File: src/rtl/i2c_slave_ram_responder.sv
// I2C slave fronting a 32-byte register RAM: pointer write, burst write, burst read.
// Bus pins are oversampled by clk; the slave only changes SDA while SCL is low.
module i2c_slave_ram_responder #(
  parameter int SYNC_STAGES = 2
) (
  input  logic       clk,
  input  logic       reset,
  input  logic       SCL_in,
  input  logic       SDA_in,
  output logic       SDA_OE,
  input  logic [6:0] SlaveAddr,
  output logic [4:0] RAM_ADD,
  output logic [7:0] RAM_DIN,
  output logic       RAM_W,
  input  logic [7:0] RAM_RDOUT,
  output logic       Slave_Busy,
  output logic       Slave_Done,
  output logic [3:0] o_dbg_state
);

  localparam int SS = (SYNC_STAGES < 2) ? 2 : SYNC_STAGES;

  typedef enum logic [3:0] {
    S_IDLE      = 4'd0,
    S_ADDR      = 4'd1,
    S_ADDR_ACK  = 4'd2,
    S_REG       = 4'd3,
    S_REG_ACK   = 4'd4,
    S_WDATA     = 4'd5,
    S_WDATA_ACK = 4'd6,
    S_RDATA     = 4'd7,
    S_RDATA_ACK = 4'd8
  } state_t;

  logic [SS-1:0] r_scl_sync;
  logic [SS-1:0] r_sda_sync;
  logic          r_scl_d;
  logic          r_sda_d;

  state_t     r_state;
  logic [3:0] r_bitcnt;
  logic [7:0] r_shift;
  logic       r_rw;
  logic       r_sda_oe;
  logic [4:0] r_ram_add;
  logic [7:0] r_ram_din;
  logic       r_ram_w;
  logic       r_busy;
  logic       r_done;

  state_t     w_state_nxt;
  logic [3:0] w_bitcnt_nxt;
  logic [7:0] w_shift_nxt;
  logic       w_rw_nxt;
  logic       w_sda_oe_nxt;
  logic [4:0] w_ram_add_nxt;
  logic [7:0] w_ram_din_nxt;
  logic       w_ram_w_nxt;
  logic       w_busy_nxt;
  logic       w_done_nxt;

  logic w_scl;
  logic w_sda;
  logic w_scl_rise;
  logic w_scl_fall;
  logic w_start;
  logic w_stop;
  logic w_byte_in;

  // Synchronizers and history flops idle at 1 so reset never fakes a bus event.
  always_ff @(posedge clk) begin
    if (reset) begin
      r_scl_sync <= '1;
      r_sda_sync <= '1;
      r_scl_d    <= 1'b1;
      r_sda_d    <= 1'b1;
    end else begin
      r_scl_sync <= {r_scl_sync[SS-2:0], SCL_in};
      r_sda_sync <= {r_sda_sync[SS-2:0], SDA_in};
      r_scl_d    <= w_scl;
      r_sda_d    <= w_sda;
    end
  end

  assign w_scl      = r_scl_sync[SS-1];
  assign w_sda      = r_sda_sync[SS-1];
  assign w_scl_rise = w_scl & ~r_scl_d;
  assign w_scl_fall = ~w_scl & r_scl_d;
  assign w_start    = w_scl & r_scl_d & r_sda_d & ~w_sda;
  assign w_stop     = w_scl & r_scl_d & ~r_sda_d & w_sda;
  assign w_byte_in  = w_scl_fall && (r_bitcnt == 4'd8);

  always_ff @(posedge clk) begin
    if (reset) begin
      r_state   <= S_IDLE;
      r_bitcnt  <= 4'd0;
      r_shift   <= 8'd0;
      r_rw      <= 1'b0;
      r_sda_oe  <= 1'b0;
      r_ram_add <= 5'd0;
      r_ram_din <= 8'd0;
      r_ram_w   <= 1'b0;
      r_busy    <= 1'b0;
      r_done    <= 1'b0;
    end else begin
      r_state   <= w_state_nxt;
      r_bitcnt  <= w_bitcnt_nxt;
      r_shift   <= w_shift_nxt;
      r_rw      <= w_rw_nxt;
      r_sda_oe  <= w_sda_oe_nxt;
      r_ram_add <= w_ram_add_nxt;
      r_ram_din <= w_ram_din_nxt;
      r_ram_w   <= w_ram_w_nxt;
      r_busy    <= w_busy_nxt;
      r_done    <= w_done_nxt;
    end
  end

  always_comb begin
    w_state_nxt   = r_state;
    w_bitcnt_nxt  = r_bitcnt;
    w_shift_nxt   = r_shift;
    w_rw_nxt      = r_rw;
    w_sda_oe_nxt  = r_sda_oe;
    // The pointer advances the clk after each write strobe.
    w_ram_add_nxt = r_ram_w ? r_ram_add + 5'd1 : r_ram_add;
    w_ram_din_nxt = r_ram_din;
    w_ram_w_nxt   = 1'b0;
    w_busy_nxt    = r_busy;
    w_done_nxt    = 1'b0;

    if (w_stop) begin
      w_state_nxt  = S_IDLE;
      w_bitcnt_nxt = 4'd0;
      w_sda_oe_nxt = 1'b0;
      w_done_nxt   = r_busy;
      w_busy_nxt   = 1'b0;
    end else if (w_start) begin
      w_state_nxt  = S_ADDR;
      w_bitcnt_nxt = 4'd0;
      w_sda_oe_nxt = 1'b0;
    end else begin
      case (r_state)
        S_IDLE: ;
        S_ADDR, S_REG, S_WDATA: begin
          if (w_scl_rise && (r_bitcnt != 4'd8)) begin
            w_shift_nxt  = {r_shift[6:0], w_sda};
            w_bitcnt_nxt = r_bitcnt + 4'd1;
          end else if (w_byte_in) begin
            w_bitcnt_nxt = 4'd0;
            if (r_state == S_ADDR) begin
              if (r_shift[7:1] == SlaveAddr) begin
                w_sda_oe_nxt = 1'b1;
                w_busy_nxt   = 1'b1;
                w_rw_nxt     = r_shift[0];
                w_state_nxt  = S_ADDR_ACK;
              end else begin
                w_state_nxt = S_IDLE;
              end
            end else if (r_state == S_REG) begin
              w_sda_oe_nxt  = 1'b1;
              w_ram_add_nxt = r_shift[4:0];
              w_state_nxt   = S_REG_ACK;
            end else begin
              w_sda_oe_nxt  = 1'b1;
              w_ram_din_nxt = r_shift;
              w_ram_w_nxt   = 1'b1;
              w_state_nxt   = S_WDATA_ACK;
            end
          end
        end
        S_ADDR_ACK: begin
          if (w_scl_fall) begin
            w_bitcnt_nxt = 4'd0;
            if (r_rw) begin
              w_shift_nxt  = RAM_RDOUT;
              w_sda_oe_nxt = ~RAM_RDOUT[7];
              w_state_nxt  = S_RDATA;
            end else begin
              w_sda_oe_nxt = 1'b0;
              w_state_nxt  = S_REG;
            end
          end
        end
        S_REG_ACK, S_WDATA_ACK: begin
          if (w_scl_fall) begin
            w_sda_oe_nxt = 1'b0;
            w_bitcnt_nxt = 4'd0;
            w_state_nxt  = S_WDATA;
          end
        end
        S_RDATA: begin
          if (w_scl_rise && (r_bitcnt != 4'd8)) begin
            w_bitcnt_nxt = r_bitcnt + 4'd1;
          end else if (w_byte_in) begin
            w_sda_oe_nxt = 1'b0;
            w_bitcnt_nxt = 4'd0;
            w_state_nxt  = S_RDATA_ACK;
          end else if (w_scl_fall) begin
            w_shift_nxt  = {r_shift[6:0], 1'b0};
            w_sda_oe_nxt = ~r_shift[6];
          end
        end
        S_RDATA_ACK: begin
          // A fall here always follows an ACK; a NACK has already left the state.
          if (w_scl_rise) begin
            if (!w_sda) begin
              w_ram_add_nxt = r_ram_add + 5'd1;
            end else begin
              w_state_nxt  = S_IDLE;
              w_busy_nxt   = 1'b0;
              w_sda_oe_nxt = 1'b0;
            end
          end else if (w_scl_fall) begin
            w_shift_nxt  = RAM_RDOUT;
            w_sda_oe_nxt = ~RAM_RDOUT[7];
            w_bitcnt_nxt = 4'd0;
            w_state_nxt  = S_RDATA;
          end
        end
        default: w_state_nxt = S_IDLE;
      endcase
    end
  end

  assign SDA_OE      = r_sda_oe & ~reset;
  assign RAM_ADD     = r_ram_add;
  assign RAM_DIN     = r_ram_din;
  assign RAM_W       = r_ram_w;
  assign Slave_Busy  = r_busy;
  assign Slave_Done  = r_done;
  assign o_dbg_state = r_state;

endmodule

File: config.mk
export PLATFORM = sky130hd
export DESIGN_NAME = i2c_slave_ram_responder
export DESIGN_NICKNAME = d
export VERILOG_FILES = /design/src/rtl/i2c_slave_ram_responder.sv
export SDC_FILE = /design/constraint.sdc
export NUM_CORES = 1
export LEC_CHECK = 0
export ABC_AREA = 1
export BUFFER_PORTS_ARGS = -buffer_cell sky130_fd_sc_hd__buf_2
export CAP_MARGIN = 20
export CORE_ASPECT_RATIO = 0.75
export CORE_MARGIN = 1
export CORE_UTILIZATION = 30
export CTS_BUF_LIST = sky130_fd_sc_hd__clkbuf_16
export CTS_CLUSTER_DIAMETER = 40
export DETAILED_ROUTE_END_ITERATION = 7
export SETUP_SLACK_MARGIN = 0.1
export SLEW_MARGIN = 20
export SYNTH_ARGS = -nofsm -noshare
export SYNTH_HDL_FRONTEND = slang
export SYNTH_SLANG_ARGS = --single-unit
File: constraint.sdc
create_clock -name clk -period 2.3 [get_ports clk]
set_clock_uncertainty 0.1 [all_clocks]
set_input_delay 0.115 -clock clk [delete_from_list [all_inputs] [get_ports clk]]
set_output_delay 0.115 -clock clk [all_outputs]
set_load 0.005 [all_outputs]
---- Word level (Yosys, flattened, before mapping) ----
Cells that the tools add are included.
storage, ports and cells
  output and inout bits ................... 21
  input bits .............................. 19
  register bits after elaboration ......... 40
operators by class
  reduce and logical (&&, ||, !) cells .... 23
  multiplexer cells ....................... 59
  eq/ne operators ......................... 41
  bitwise operators ....................... 23
  $add $sub $neg .......................... 2
operators by type and width
  kind                                                              count
  8-bit two-way mux                                                 8
  4-bit two-way mux                                                 14
  5-bit two-way mux                                                 9
  2-bit inequality test (second input constant)                     17
  8-bit one-hot mux with 4 select lines                             1
  3-bit inequality test (second input constant)                     10
  4-bit one-hot mux with 6 select lines                             1
  1-bit two-way mux                                                 19
  9-bit AND reduction                                               2
  4-bit by 3-bit == test with 1-bit output (second input constant)  4
  1-bit NOT                                                         15
  7-bit AND reduction                                               2
  4-bit inequality test (second input constant)                     3
  4-bit one-hot mux with 3 select lines                             1
  11-bit AND reduction                                              1
  5-bit one-hot mux with 2 select lines                             1
  10-bit AND reduction                                              1
  3-bit OR reduction                                                3
  1-bit bitwise AND                                                 8
  4-bit by 2-bit == test with 1-bit output (second input constant)  2
  4-bit == test (second input constant)                             2
  8-bit AND reduction                                               1
  7-bit == test                                                     1
  7-bit OR reduction                                                1
  17 further kinds                                                  21

---- Depth between registers and ports, before layout ----
  depth after elaboration ................. 9
  depth in mapped cells ................... 12
  gate-level depth less buffers ........... 12

---- Worst setup path after synthesis ----
OpenSTA, ideal clock, no wires.
  kind .................................... register -> register
  from .................................... reg r_bitcnt[0]
  to ...................................... reg r_ram_din[5], in the netlist RAM_DIN[5]
  arrival time ............................ 1530 ps
  path buffers ............................ 1
  stages on the path, launching flop included .. 11
  period minus slack after synthesis ...... 1749 ps
  data required time ...................... 2081 ps
  setup slack ............................. 551 ps
  path through ............................ dfxtp_1 > inv_1 > ha_1 > nand2_1 > nor2_1 > nand2_1 > nor3_1 > nand2_1 > buf_2 > o21ai_0 > a21oi_1
between the ends
  longest elaborated chain between the ends .. 4
  elaborated cells between the ends (all ways) .. 6
  classes of those cells .................. eq/ne: 2; bitwise: 1; reduce/logical: 3
RTL lines
  item                               RTL line  RTL
  start, declared                    41        logic [3:0] r_bitcnt;
  start signal, assigned             107       r_bitcnt <= w_bitcnt_nxt;
  4-bit inequality test              146       if (w_scl_rise && (r_bitcnt != 4'd8)) begin
  1-bit logical AND                  146
  1-bit NOT (no line)                n/a
  7-bit AND reduction (no line) (*)  n/a
  end signal, assigned               112       r_ram_din <= w_ram_din_nxt;
  end, declared                      46        logic [7:0] r_ram_din;
Mark *: on every way between the ends. The rest lies on a longest branch, timed or not.
A chain may end at the register's enable or synchronous reset.

---- Final worst setup path ----
  from .................................... reg r_bitcnt[0]
  to ...................................... reg r_shift[0]
between the ends
  longest elaborated chain between the ends .. 4
  elaborated cells between the ends (all ways) .. 8
  classes of those cells .................. eq/ne: 5; reduce/logical: 3
RTL lines
  item                                                           RTL line      RTL
  4-bit inequality test / 4-bit == test (equally long branches)  146, 193, 91
  1-bit logical AND (on tied branches)                           146, 193, 91
  2-bit inequality test (no line)                                n/a
  11-bit AND reduction (no line) (*)                             n/a
  end signal, assigned                                           108           r_shift <= w_shift_nxt;
  end, declared                                                  42            logic [7:0] r_shift;
Marks and branches as above.

==> results.py <==
metrics = {
    "synth": {
        "seq_area_frac_synth_pct": 32.97,
        "synthCells": 375,
        "syn_nets": 400,
        "synth_top_area_share_pct": 32.97,
        "syn_area_per_cell_sq_um": 6.476,
        "synth_cell_types": 30,
        "synth_area_leader_cell": "dfxtp_1",
        "synth_area_sq_mm": 0.002429,
        "yosys-top-cells-area": "dfxtp_1 33%, nand2_1 15%, inv_1 7.0%, o21ai_0 6.6%, a21oi_1 6.4%",
        "ys.warnings.count": 0,
        "ys_ff_latch": 40,
    },
    "critical_path": {
        "critical-path-slowest-cell": "dfxtp_1",
        "crit_path_end_kind": "flop",
        "cpPeakStageDelay_ns": 0.37,
        "r2r_start": "r_bitcnt[0]",
        "r2r_slack_ns": 0.26,
        "cp_cell_sequence": "inv_1, ha_1, nand2_1, o21ai_1, inv_1, nand2_2, a21boi_4, nand2_4, nor2_1, nor2_1",
        "crit_type": "flop to flop",
        "crit_path_start_kind": "flop",
        "r2r-end": "r_shift[0]",
        "worstPathArrival_ns": 2.11,
        "crit_required_ns": 2.38,
        "path_max_fanout": 9,
        "r2r_cells": 10,
    },
    "global_routing": {
        "globalRouteOverflowTotal": 0,
        "grt_usage_pct": 16.99,
        "grt_pass1_vias": 2452,
        "grt_pass1_wl_um": 11540,
        "antenna_found_initial": 0,
        "grt_max_degree": 18,
    },
    "sta": {
        "setup_viol": 0,
        "worst_pin_slew_ns": 0.4625,
        "slew_viol_final": 0,
        "rsz0062_at_grt": "yes",
        "max_slew_margin_pct": 69.13,
        "timing_hold_violations_final": 0,
        "whs_ns": 0.1224,
        "fmax_mhz": 490.5,
        "min_period_ns": 2.039,
        "setup-tns-final_ns": 0,
        "post-route-period-util_pct": 88.65,
    },
    "cells_and_area": {
        "fin_nets": 447,
        "n_antenna_cell": 0,
        "drive_above_1_share_pct": 19.15,
        "area_growth_pct": 24.57,
    },
    "floorplanning": {
        "fp-row-count": 28,
        "die-area_sq_mm": 0.008463,
        "core_sq_mm": 0.007883,
        "die_w_um": 105.9,
        "start_util_pct": 30.81,
        "io_pins": 40,
        "die_y_um": 79.92,
    },
    "clock_network": {
        "cts_buffers": 5,
        "cts.path.max_buffers": 2,
        "clock-root-buffer": "clkbuf_16",
        "cts_sinks": 40,
        "cts_tree": "done",
        "htreeDepth": 2,
        "clk-insertion-delay-late_ns": 0.29,
        "cts.clk_slew.worst_paths_ns": 0.07,
    },
    "power_and_ir_drop": {
        "clock_power_share_pct": 36.0,
        "p_sw_share_pct": 36.13,
        "p_total_mw": 2.849,
        "p_per_area_mw_per_mm2": 941.6,
        "power_switching_mw": 1.029,
        "pwr-share-comb_pct": 35.3,
        "power.internal_mw": 1.819,
        "peakVddDrop_mv": 0.4669,
        "p_seq_share_pct": 28.7,
        "p_leak_nw": 1.433,
    },
    "worst_hold_path": {
        "min_from": "reset",
        "hold_end": "r_shift[1]",
        "hp-class": "input port to flop",
        "min_path_cells": 2,
    },
    "place": {
        "port_buffers": 39,
        "place_congestion": 0.9014,
        "hpwl_um": 5060,
    },
    "flow_run": {
        "max_cap_viol_count": 0,
    },
    "route": {
        "viasPerCell": 4.837,
        "routed_wl_um": 6666,
        "drt_first_pass_iters": 5,
        "route.detailed.drc": 0,
        "wl_per_cell_um": 12.63,
        "vias": 2554,
        "drtIter0Drc": 217,
        "ant_nets": 0,
    },
    "status": {
        "outcome": "finished clean",
    },
}
## worst max-delay path by stage
stage / startpoint / end / slack [ns] / depth (start not counted)
after floorplan: r_bitcnt[0] / RAM_DIN[5] / 0.55 / 10
after global placement: r_bitcnt[0] / RAM_DIN[0] / 0.26 / 9
after detailed placement: r_bitcnt[0] / RAM_DIN[0] / 0.14 / 9
after CTS: r_bitcnt[0] / RAM_DIN[0] / 0.13 / 9
after global routing: r_bitcnt[0] / r_shift[0] / 0.09 / 10
final: r_bitcnt[0] / r_shift[0] / 0.26 / 10
## kinds of logic (layout without fill, tap and decap cells)
logic type / after synthesis / count (layout) / share of synthesized area [%]
AO/OA/AOI/OAI: 71 / 71 / 15.61
XOR/XNOR: 9 / 9 / 3.246
adder cells (fa/ha/maj): 6 / 6 / 3.091
buffers and inverters: 55 / 103 / 8.810
flip-flops: 40 / 40 / 32.97
AND/OR/NAND/NOR: 194 / 194 / 36.27
## layout by cell type (no fill, tap or decap), types with 2 or more instances in the layout
cell type / count
nand2_1: 97
inv_1: 45
dfxtp_1: 40
buf_2: 39
nor2_1: 35
o21ai_0: 32
nand3_1: 31
a21oi_1: 30
ha_1: 6
inv_2: 5
nand2_2: 5
xor2_1: 5
clkbuf_16: 5
nor3_1: 4
nand2_4: 4
nand4_1: 4
xnor2_1: 4
or2_2: 4
nor2_2: 3
nor2_4: 3
bufinv_16: 3
buf_4: 3
o22ai_1: 2
o21ai_1: 2
nor3_2: 2
dlygate4sd3_1: 2
## synthesized netlist by cell type
master / number
nor2_1: 36
nand4_1: 4
xor2_1: 5
nor2_4: 3
inv_2: 5
inv_1: 45
dfxtp_1: 40
a21oi_1: 31
ha_1: 6
clkbuf_1: 1
o22ai_1: 2
nand2_1: 98
nand2_4: 3
nor3_1: 5
a31oi_1: 1
xnor2_1: 4
nand2_2: 5
o21ai_0: 32
o211ai_1: 1
nor3_2: 1
nor2_2: 2
nand3_1: 31
a22o_1: 1
a21boi_4: 1
or2_2: 4
buf_2: 3
nor3_4: 1
o21ai_1: 2
nand3_2: 1
buf_4: 1
## worst max-delay path, delay by kind of cell (launching register included)
kind	cells	cell delay, ns
AO/OA/AOI/OAI	2	0.43
flip-flops	1	0.37
adder cells (fa/ha/maj)	1	0.20
AND/OR/NAND/NOR	5	0.55
buffers and inverters	2	0.29
## layer usage
| layer | wire length (um) | share of wire (%) | up-vias | track usage, % |
|---|---|---|---|---|
| li1 | - | - | 1303 | - |
| met1 | 3467 | 52 | 1171 | 23.91 |
| met2 | 2739 | 41 | 69 | 26.08 |
| met3 | 365 | 5.5 | 11 | 3.429 |
| met4 | 94 | 1.4 | 0 | 4.861 |
| met5 | 0 | 0 | - | 0 |
## area by class of cell
cell class | instances | area [sq um]
Fill cell | 833 | 4857
Multi-Input combinational cell | 280 | 1433
Sequential cell | 40 | 800.8
Timing Repair Buffer | 45 | 257.7
Inverter | 50 | 187.7
Tap cell | 105 | 131.4
Clock buffer | 5 | 125.1
Clock inverter | 3 | 90.09
## state kept, by name, summed over array words and instances, names as in the netlist
name	cells
RAM_ADD	5
RAM_DIN	8
RAM_W	1
Slave_Busy	1
Slave_Done	1
o_dbg_state	4
r_bitcnt	4
r_rw	1
r_scl_d	1
r_scl_sync	2
r_sda_d	1
r_sda_oe	1
r_sda_sync	2
r_shift	8
## power groups by stage
stage          Combinational [mW]  Clock (mW)  Sequential [mW]
2_1_floorplan               0.721           0            0.814
3_3_place_gp                0.956           0            0.831
3_5_place_dp                0.954           0            0.831
4_1_cts                     0.964        1.03            0.816
5_1_grt                      1.14        1.05            0.827
6_report                     1.01        1.02            0.817
## stage by stage
step           area (sq um)  worst slack (ns)  instances  utilization [%]
3_5_place_dp           2751            0.1370        517            34.90
3_3_place_gp           2751            0.2628        517            34.90
6_report               3025            0.2611        528            38.38
4_1_cts                2987            0.1296        527            37.89
2_1_floorplan          2429            0.5507        375                -
5_1_grt                3025           0.09462        528            38.38
## timing repair
action	in CTS	in global routing
setup endpoints to repair	0	18
hold endpoints to repair	2	0
gates resized for setup	0	5
buffers inserted	0	1
hold buffers	2	0
No activity file was read; power rests on OpenSTA's default activity.
